## config.mk

```make
export PLATFORM = sky130hd
export DESIGN_NAME = uart_tx
export DESIGN_NICKNAME = d
export VERILOG_FILES = /design/src/rtl/uart_pkg.sv /design/src/rtl/sync_fifo.sv /design/src/rtl/uart_tx.sv
export SDC_FILE = /design/constraint.sdc
export NUM_CORES = 1
export LEC_CHECK = 0
export ABC_AREA = 1
export BUFFER_PORTS_ARGS = -buffer_cell sky130_fd_sc_hd__buf_2
export CORE_MARGIN = 2
export CORE_UTILIZATION = 67
export CTS_CLUSTER_SIZE = 30
export DETAILED_ROUTE_END_ITERATION = 10
export HOLD_SLACK_MARGIN = 0.1
export PLACE_DENSITY = 0.89
export SLEW_MARGIN = 20
export SYNTH_ARGS = -nofsm -noshare
export SYNTH_HDL_FRONTEND = slang
export SYNTH_SLANG_ARGS = --single-unit
```

## constraint.sdc

```tcl
create_clock -name i_Clock -period 7.9 [get_ports i_Clock]
set_clock_uncertainty 0.1 [all_clocks]
set_input_delay 0.395 -clock i_Clock [delete_from_list [all_inputs] [get_ports i_Clock]]
set_output_delay 0.395 -clock i_Clock [all_outputs]
set_load 0.005 [all_outputs]
```

## src/rtl/uart_pkg.sv

```systemverilog
// Shared UART definitions: FSM state encoding, parity mode constants and baud divider helper.
package uart_pkg;

  typedef enum logic [2:0] {
    s_IDLE   = 3'd0,
    s_START  = 3'd1,
    s_DATA   = 3'd2,
    s_PARITY = 3'd3,
    s_STOP   = 3'd4
  } state_t;

  localparam logic [1:0] PARITY_NONE = 2'b00;
  localparam logic [1:0] PARITY_ODD  = 2'b01;
  localparam logic [1:0] PARITY_EVEN = 2'b10;

  // Clock cycles per line bit; integer divide, rounding toward zero.
  function automatic int bit_ticks(input int clk_mhz, input int baud);
    return (clk_mhz * 1000000) / baud;
  endfunction

endpackage

```

## src/rtl/sync_fifo.sv

```systemverilog
// Single-clock FIFO with registered count; head word is presented combinationally on o_Data.
module sync_fifo #(
  parameter int WIDTH = 8,
  parameter int DEPTH = 16
) (
  input  logic                     i_Clock,
  input  logic                     i_Reset,
  input  logic                     i_Push,
  input  logic [WIDTH-1:0]         i_Data,
  input  logic                     i_Pop,
  output logic [WIDTH-1:0]         o_Data,
  output logic                     o_Full,
  output logic                     o_Empty,
  output logic [$clog2(DEPTH):0]   o_Count
);

  localparam int AW = $clog2(DEPTH);

  logic [WIDTH-1:0] mem [DEPTH];
  logic [AW-1:0]    wr_ptr, rd_ptr;
  logic [AW:0]      count;
  logic             push_ok, pop_ok;

  assign o_Full  = (count == (AW+1)'(DEPTH));
  assign o_Empty = (count == '0);
  assign o_Count = count;
  assign o_Data  = mem[rd_ptr];
  // Full is judged on the registered count, so a pop never opens a slot in its own cycle.
  assign push_ok = i_Push && !o_Full && !i_Reset;
  assign pop_ok  = i_Pop && !o_Empty;

  always_ff @(posedge i_Clock) begin
    if (push_ok) mem[wr_ptr] <= i_Data;
  end

  always_ff @(posedge i_Clock) begin
    if (i_Reset) begin
      wr_ptr <= '0;
      rd_ptr <= '0;
      count  <= '0;
    end else begin
      if (push_ok) wr_ptr <= wr_ptr + 1'b1;
      if (pop_ok)  rd_ptr <= rd_ptr + 1'b1;
      count <= count + (AW+1)'(push_ok) - (AW+1)'(pop_ok);
    end
  end

endmodule

```

## src/rtl/uart_tx.sv

```systemverilog
// Buffered UART transmitter: valid/ready byte input, 8 data bits LSB first, optional parity, 1-2 stop bits.
module uart_tx
  import uart_pkg::*;
#(
  parameter int         CLOCK_FREQ_Mhz = 12,
  parameter int         BAUD_RATE      = 9600,
  parameter logic [1:0] PARITY_MODE    = 2'b00,
  parameter int         STOP_BITS      = 1,
  parameter int         FIFO_DEPTH     = 16
) (
  input  logic                          i_Clock,
  input  logic                          i_Reset,
  input  logic [7:0]                    i_Data,
  input  logic                          i_Valid,
  output logic                          o_Ready,
  output logic                          o_Tx,
  output logic                          o_Idle,
  output logic [$clog2(FIFO_DEPTH):0]   o_FifoCount
);

  localparam int BIT_TICKS  = bit_ticks(CLOCK_FREQ_Mhz, BAUD_RATE);
  localparam int STOP_TICKS = STOP_BITS * BIT_TICKS;
  localparam int CW         = $clog2(STOP_TICKS + 1);
  localparam logic [CW-1:0] BIT_LAST  = CW'(BIT_TICKS - 1);
  localparam logic [CW-1:0] STOP_LAST = CW'(STOP_TICKS - 1);
  localparam logic PAR_EN = (PARITY_MODE == PARITY_ODD) || (PARITY_MODE == PARITY_EVEN);

  state_t        state;
  logic [CW-1:0] cnt;
  logic [7:0]    shift;
  logic [2:0]    bit_idx;
  logic          par_bit;
  logic          fifo_full, fifo_empty, pop;
  logic [7:0]    fifo_data;

  sync_fifo #(.WIDTH(8), .DEPTH(FIFO_DEPTH)) u_fifo (
    .i_Clock (i_Clock),
    .i_Reset (i_Reset),
    .i_Push  (i_Valid),
    .i_Data  (i_Data),
    .i_Pop   (pop),
    .o_Data  (fifo_data),
    .o_Full  (fifo_full),
    .o_Empty (fifo_empty),
    .o_Count (o_FifoCount)
  );

  assign o_Ready = !fifo_full;
  assign o_Idle  = (state == s_IDLE) && fifo_empty;
  // A new frame starts from idle or straight out of the last stop-bit cycle, leaving no gap.
  assign pop = !i_Reset && !fifo_empty &&
               ((state == s_IDLE) || ((state == s_STOP) && (cnt == '0)));

  always_ff @(posedge i_Clock) begin
    if (i_Reset) begin
      state   <= s_IDLE;
      o_Tx    <= 1'b1;
      cnt     <= '0;
      shift   <= '0;
      bit_idx <= '0;
      par_bit <= 1'b0;
    end else if (pop) begin
      shift   <= fifo_data;
      par_bit <= (PARITY_MODE == PARITY_EVEN) ? ^fifo_data : ~^fifo_data;
      o_Tx    <= 1'b0;
      cnt     <= BIT_LAST;
      state   <= s_START;
    end else begin
      case (state)
        s_IDLE: o_Tx <= 1'b1;
        s_START: begin
          if (cnt == '0) begin
            o_Tx    <= shift[0];
            cnt     <= BIT_LAST;
            bit_idx <= '0;
            state   <= s_DATA;
          end else cnt <= cnt - CW'(1);
        end
        s_DATA: begin
          if (cnt == '0) begin
            if (bit_idx == 3'd7) begin
              if (PAR_EN) begin
                o_Tx  <= par_bit;
                cnt   <= BIT_LAST;
                state <= s_PARITY;
              end else begin
                o_Tx  <= 1'b1;
                cnt   <= STOP_LAST;
                state <= s_STOP;
              end
            end else begin
              shift   <= shift >> 1;
              o_Tx    <= shift[1];
              cnt     <= BIT_LAST;
              bit_idx <= bit_idx + 3'd1;
            end
          end else cnt <= cnt - CW'(1);
        end
        s_PARITY: begin
          if (cnt == '0) begin
            o_Tx  <= 1'b1;
            cnt   <= STOP_LAST;
            state <= s_STOP;
          end else cnt <= cnt - CW'(1);
        end
        s_STOP: begin
          if (cnt == '0) state <= s_IDLE;
          else cnt <= cnt - CW'(1);
        end
        default: begin
          state <= s_IDLE;
          o_Tx  <= 1'b1;
        end
      endcase
    end
  end

endmodule

```

Yosys cells after proc, flatten, opt, wreduce, memory -nomap -nowiden:

Memory sizes are Yosys's and may differ from the RTL's. A register that Yosys moved wholly into a read port is not among the register bits.
Cells that the tools add are included.

* flip-flop bits (word level): 39
* latch bits: 0
* memory bits (writable): 128
* ROM bits: 0
* input bits: 11
* output and inout port bits: 8
* word-level logic and storage cells: 97
* memories: 1

* add/sub/neg operators: 6
* $mul: 0
* div/mod/pow operators: 0
* $lt $le $gt $ge: 0
* equality and inequality tests: 22
* shifts and indexed selects: 0
* muxes and demuxes: 28
* bitwise logic cells: 2
* reductions and logical operators: 28

Memory list
* u_fifo.mem: depth 16, width 8, rd ports 1, clocked after memory_dff 1, write ports 1, RTL line sync_fifo.sv:19 `logic [WIDTH-1:0] mem [DEPTH];`

Operators with widths (count)
* 11-bit 2-to-1 mux: 3
* 8-bit 2-to-1 mux: 4
* 11-bit one-hot mux with 2 select lines: 1
* 3-bit 2-to-1 mux: 7
* 3-bit by 2-bit != test with 1-bit output (second input constant): 5
* 3-bit one-hot mux with 5 select lines: 1
* 2-bit != test (second input constant): 6
* 6-bit AND reduction: 2
* 11-bit logical NOT: 1
* 11-bit by 1-bit subtractor with 11-bit output (second input constant): 1
* 4-bit by 1-bit adder with 4-bit output (second input constant): 2
* 1-bit 2-to-1 mux: 8
* 4-bit 2-to-1 mux: 2
* 2-bit by 1-bit != test with 1-bit output (second input constant): 4
* 2-bit nonzero test: 4
* 1-bit logical AND: 7
* 3-bit by 2-bit == test with 1-bit output (second input constant): 2
* 3-bit == test (second input constant): 2
* 3-bit one-hot mux with 2 select lines: 1
* 5-bit by 1-bit adder with 5-bit output: 1
* 5-bit == test (second input constant): 1
* 5-bit logical NOT: 1
* 5-bit AND reduction: 1
* 5-bit by 1-bit subtractor with 5-bit output: 1
* 14 further kinds: 18

Longest topological paths before layout:

* depth in word-level cells: 7
* mapped depth: 17
* depth with buffers taken out: 16

By module:

A second synthesis with hierarchy kept.

* cell total of the unflattened synthesis: 882
* area, all modules: 7977.7 um2

By module, submodules not included
* sync_fifo: times used 1, cells each 660, area each 6468.7 um2, seq. area each 4184.0 um2
* uart_tx: times used 1, cells each 222, area each 1508.9 um2, seq. area each 520.5 um2

Worst setup path after synthesis:

Ideal clock, no wire load.

* kind: flip-flop to flip-flop
* start point: register cnt[0]
* end point: register u_fifo.count[4], in the netlist u_fifo.o_Count[4]
* setup time: 0.128 ns
* data arrival time: 2.386 ns
* data required time: 7.672 ns
* slack: 5.286 ns
* stages on the path, launching flop included: 17
* path buffers: 1
* period minus slack after synthesis: 2.614 ns
* path through: dfxtp_1 -> inv_1 -> ha_1 -> nand3_1 -> o21ai_2 -> nand2_2 -> buf_6 -> nor2_1 -> inv_1 -> nand2_1 -> ha_1 -> inv_1 -> fa_1 -> nor3_1 -> a211oi_1 -> o21ai_0 -> a21oi_1

* longest elaborated chain between the ends: 6

RTL lines
* start, declared: RTL line uart_tx.sv:29 `logic [CW-1:0] cnt;`
* start signal, assigned: RTL line uart_tx.sv:77 `end else cnt <= cnt - CW'(1);`
* start signal, assigned: RTL line uart_tx.sv:97 `end else cnt <= cnt - CW'(1);`
* start signal, assigned: RTL line uart_tx.sv:104 `end else cnt <= cnt - CW'(1);`
* 11-bit logical NOT: RTL line uart_tx.sv:52 `((state == s_IDLE) || ((state == s_STOP) && (cnt == '0)));`
* 1-bit logical AND: RTL line uart_tx.sv:52
* 1-bit logical OR: RTL line uart_tx.sv:52
* 1-bit logical AND: RTL line uart_tx.sv:51 `assign pop = !i_Reset && !fifo_empty &&`
* 1-bit logical AND: RTL line sync_fifo.sv:30 `assign pop_ok = i_Pop && !o_Empty;`
* 5-bit by 1-bit subtractor with 5-bit output: RTL line sync_fifo.sv:44 `count <= count + (AW+1)'(push_ok) - (AW+1)'(pop_ok);`
* end signal, assigned: RTL line sync_fifo.sv:44
* end, declared: RTL line sync_fifo.sv:21 `logic [AW:0] count;`

Every way passes these cells.
A chain may end at the register's enable or synchronous reset.

Worst setup path in the final report:

Ends and elaborated chain as after synthesis.

==> out/qor.yml <==
grt:
  first_global_vias: 5265
  track_usage: 0.3047
  antenna_found_initial: 0
  grt_start_max_net_pins: 66
  grt_pass1_wl_mm: 26.85
  overflow: 0
power:
  power_density_nw_per_um2: 350.0
  vdd_drop_max_uv: 238.2
  cellLeakagePower_uw: 0.003049
setup_path:
  crit_start: "cnt[0]"
  reg2regPathDepth: 15
  cp.required_ns: 8.21
  crit_path_end_kind: "register"
  r2r_end: "u_fifo.o_Count[4]"
  crit_path_frequent_cell: "inv_1"
  crit_type: "register to register"
  critical_path_arrival_ns: 3.44
  rr_startpoint: "cnt[0]"
  endpoint: "u_fifo.o_Count[4]"
  regToRegSetupSlack_ns: 4.77
  path_cells: "inv_1 > ha_1 > nand3_1 > o21ai_2 > nand2_2 > nor2_1 > inv_1 > nand2_1 > ha_1 > inv_1 > fa_1 > nor3_1 > a211oi_1 > o21ai_0 > a21oi_1"
  cpMaxStageDelayCell: "fa_1"
  critical_path.max_stage_delay_ns: 0.40
  cp_max_fo: 21
  start_kind: "register"
clock_tree:
  cts_tree: "done"
  cts.clk_slew.worst_paths_ns: 0.07
  cts_buffers: 17
  cts_buffer_depth: 2
  clk_latency_ns: 0.53
  clock-sinks: 171
  root_buffer: "clkbuf_8"
  h-tree-depth: 4
floorplanning:
  start_util: 0.6849
  die_x_um: 109.3
  rows: 38
  dieHeight_um: 109.3
  io_pins: 19
  die_area_sq_um: 11940
  coreArea_sq_um: 10840
logic_synthesis:
  synth-seq-area-share: 0.6336
  avgSynthCellArea_sq_um: 10.07
  synthesis.area_sq_um: 7425
  async_flop_share: 0
  synth_common_cells: "147 x nor2_1, 128 x edfxtp_1, 93 x nand2_1"
  synth_top_cell_by_area: "edfxtp_1"
  yosysMostFrequentCell: "nor2_1"
  synthCells: 737
  ys_warn_count: 0
  synth_cell_types: 38
  ys_ff_latch: 171
  yosys.area.top_type_share: 0.5177
  syn-num-nets: 763
  synth-edff-count: 128
  synth-main-ff-cell: "edfxtp_1"
  ys_top_cells_by_area: "edfxtp_1 52%, dfxtp_1 12%, nor2_1 7.4%"
placement:
  place_area_sq_um: 7553
  gp_congestion: 0.8600
  dp_hpwl_mm: 10.55
  port_buffers: 18
drt:
  totalWireLength_mm: 17.10
  vias: 5538
  drtIter0Drc: 851
  routed_via_density: 6.160
  drc_errors: 0
  ant_nets: 0
  dr.pass1.iters: 6
  wl_per_cell_um: 19.03
timing:
  relSlewSlack: 0.4170
  fmax_mhz: 319.7
  slew_violations: 0
  setup_tns_ns: 0
  rsz0062_at_grt: "no"
  tightest_slew_ns: 0.8713
  min_period_ns: 3.128
  hold_viol: 0
  setup_viol: 0
  period_share: 0.3959
status:
  status: "completed"
final_layout:
  drive_gt1_frac: 0.1041
  syn_to_final_growth_pct: 9.858
  final_area_sq_um: 8157
  nets: 772
  diodes: 0
worst_hold_path:
  hold_class: "input port to register"
run:
  drv_cap: 0
how the worst min path moves through the flow:
stage,end,start,depth (start not counted)
after floorplan,cnt[10],cnt[10],2
after global placement,cnt[10],cnt[10],2
after detailed placement,cnt[10],cnt[10],2
after CTS,u_fifo.o_Count[1],i_Reset,2
after global routing,u_fifo.o_Count[1],i_Reset,2
final,u_fifo.o_Count[1],i_Reset,2
routing by layer:
metal  up-vias  wire (um)  global-route usage
met5         -          0                   0
met3        43       1706             0.07053
met4         0        417              0.1329
met1      2582       6631              0.4062
li1       2544          -                   -
met2       369       8347              0.4831
cell usage in the layout, fill, tap and decap left out, types with 4 or more instances in the layout:
master	netlist	routed
nor2_1	147	147
o211ai_1	4	4
a211oi_1	4	4
inv_1	38	38
or2_2	6	6
o21ai_1	9	9
o21ai_0	59	59
ha_1	14	14
nor2_2	5	5
inv_2	5	5
edfxtp_1	128	128
nand2_1	93	93
buf_2	11	18
nand4_1	4	4
nor3_1	8	8
dfxtp_1	43	42
nand3_1	81	81
a21oi_1	31	31
clkbuf_16	0	16
state kept, by name (all words and copies together), names as in the netlist, named ones only:
register / cells
u_fifo.o_Count: 5
bit_idx: 3
shift: 8
o_Tx: 1
u_fifo.rd_ptr: 4
u_fifo.mem: 128
state: 3
cnt: 11
u_fifo.wr_ptr: 4
cells by family after synthesis:
group	after synthesis	synth area share
adder cells (fa/ha/maj)	15	0.02629
XOR/XNOR	6	0.007079
buffers and inverters	76	0.04382
AND/OR/NAND/NOR	358	0.2091
flip-flops	171	0.6336
AO/OA/AOI/OAI	111	0.08005
power by group:
part | internal (uW) | switching [uW]
Sequential | 1040 | 62.3
Combinational | 295 | 611
Clock | 489 | 356
critical path: cells and delay by family (launching register included):
kind	cells	cell delay [ns]
AND/OR/NAND/NOR	5	1.00
AO/OA/AOI/OAI	4	0.50
adder cells (fa/ha/maj)	3	0.75
buffers and inverters	3	0.30
flip-flops	1	0.35
final cells by class:
class | count | area, sq um
Fill cell | 689 | 2684
Inverter | 44 | 165.2
Timing Repair Buffer | 22 | 122.6
Clock inverter | 12 | 167.7
Multi-Input combinational cell | 490 | 2395
Tap cell | 140 | 175.2
Sequential cell | 171 | 4706
Clock buffer | 20 | 425.4
timing repair:
item	CTS	global route
hold endpoints to repair	1	0
resized for setup	0	0
hold buffers	1	0
buffers inserted	0	0
metrics by stage:
step	setup slack, ns	utilization	total power (uW)	instances	hold WS, ns
2_1_floorplan	5.286	-	1795	737	0.3392
3_5_place_dp	4.448	0.6968	1994	866	0.3577
3_3_place_gp	4.680	0.6968	1947	866	0.3583
5_1_grt	4.438	0.7524	3007	899	0.1305
4_1_cts	4.806	0.7524	2842	899	0.1209
6_report	4.772	0.7524	2855	899	0.1303
(Power assumes the default switching activity.)
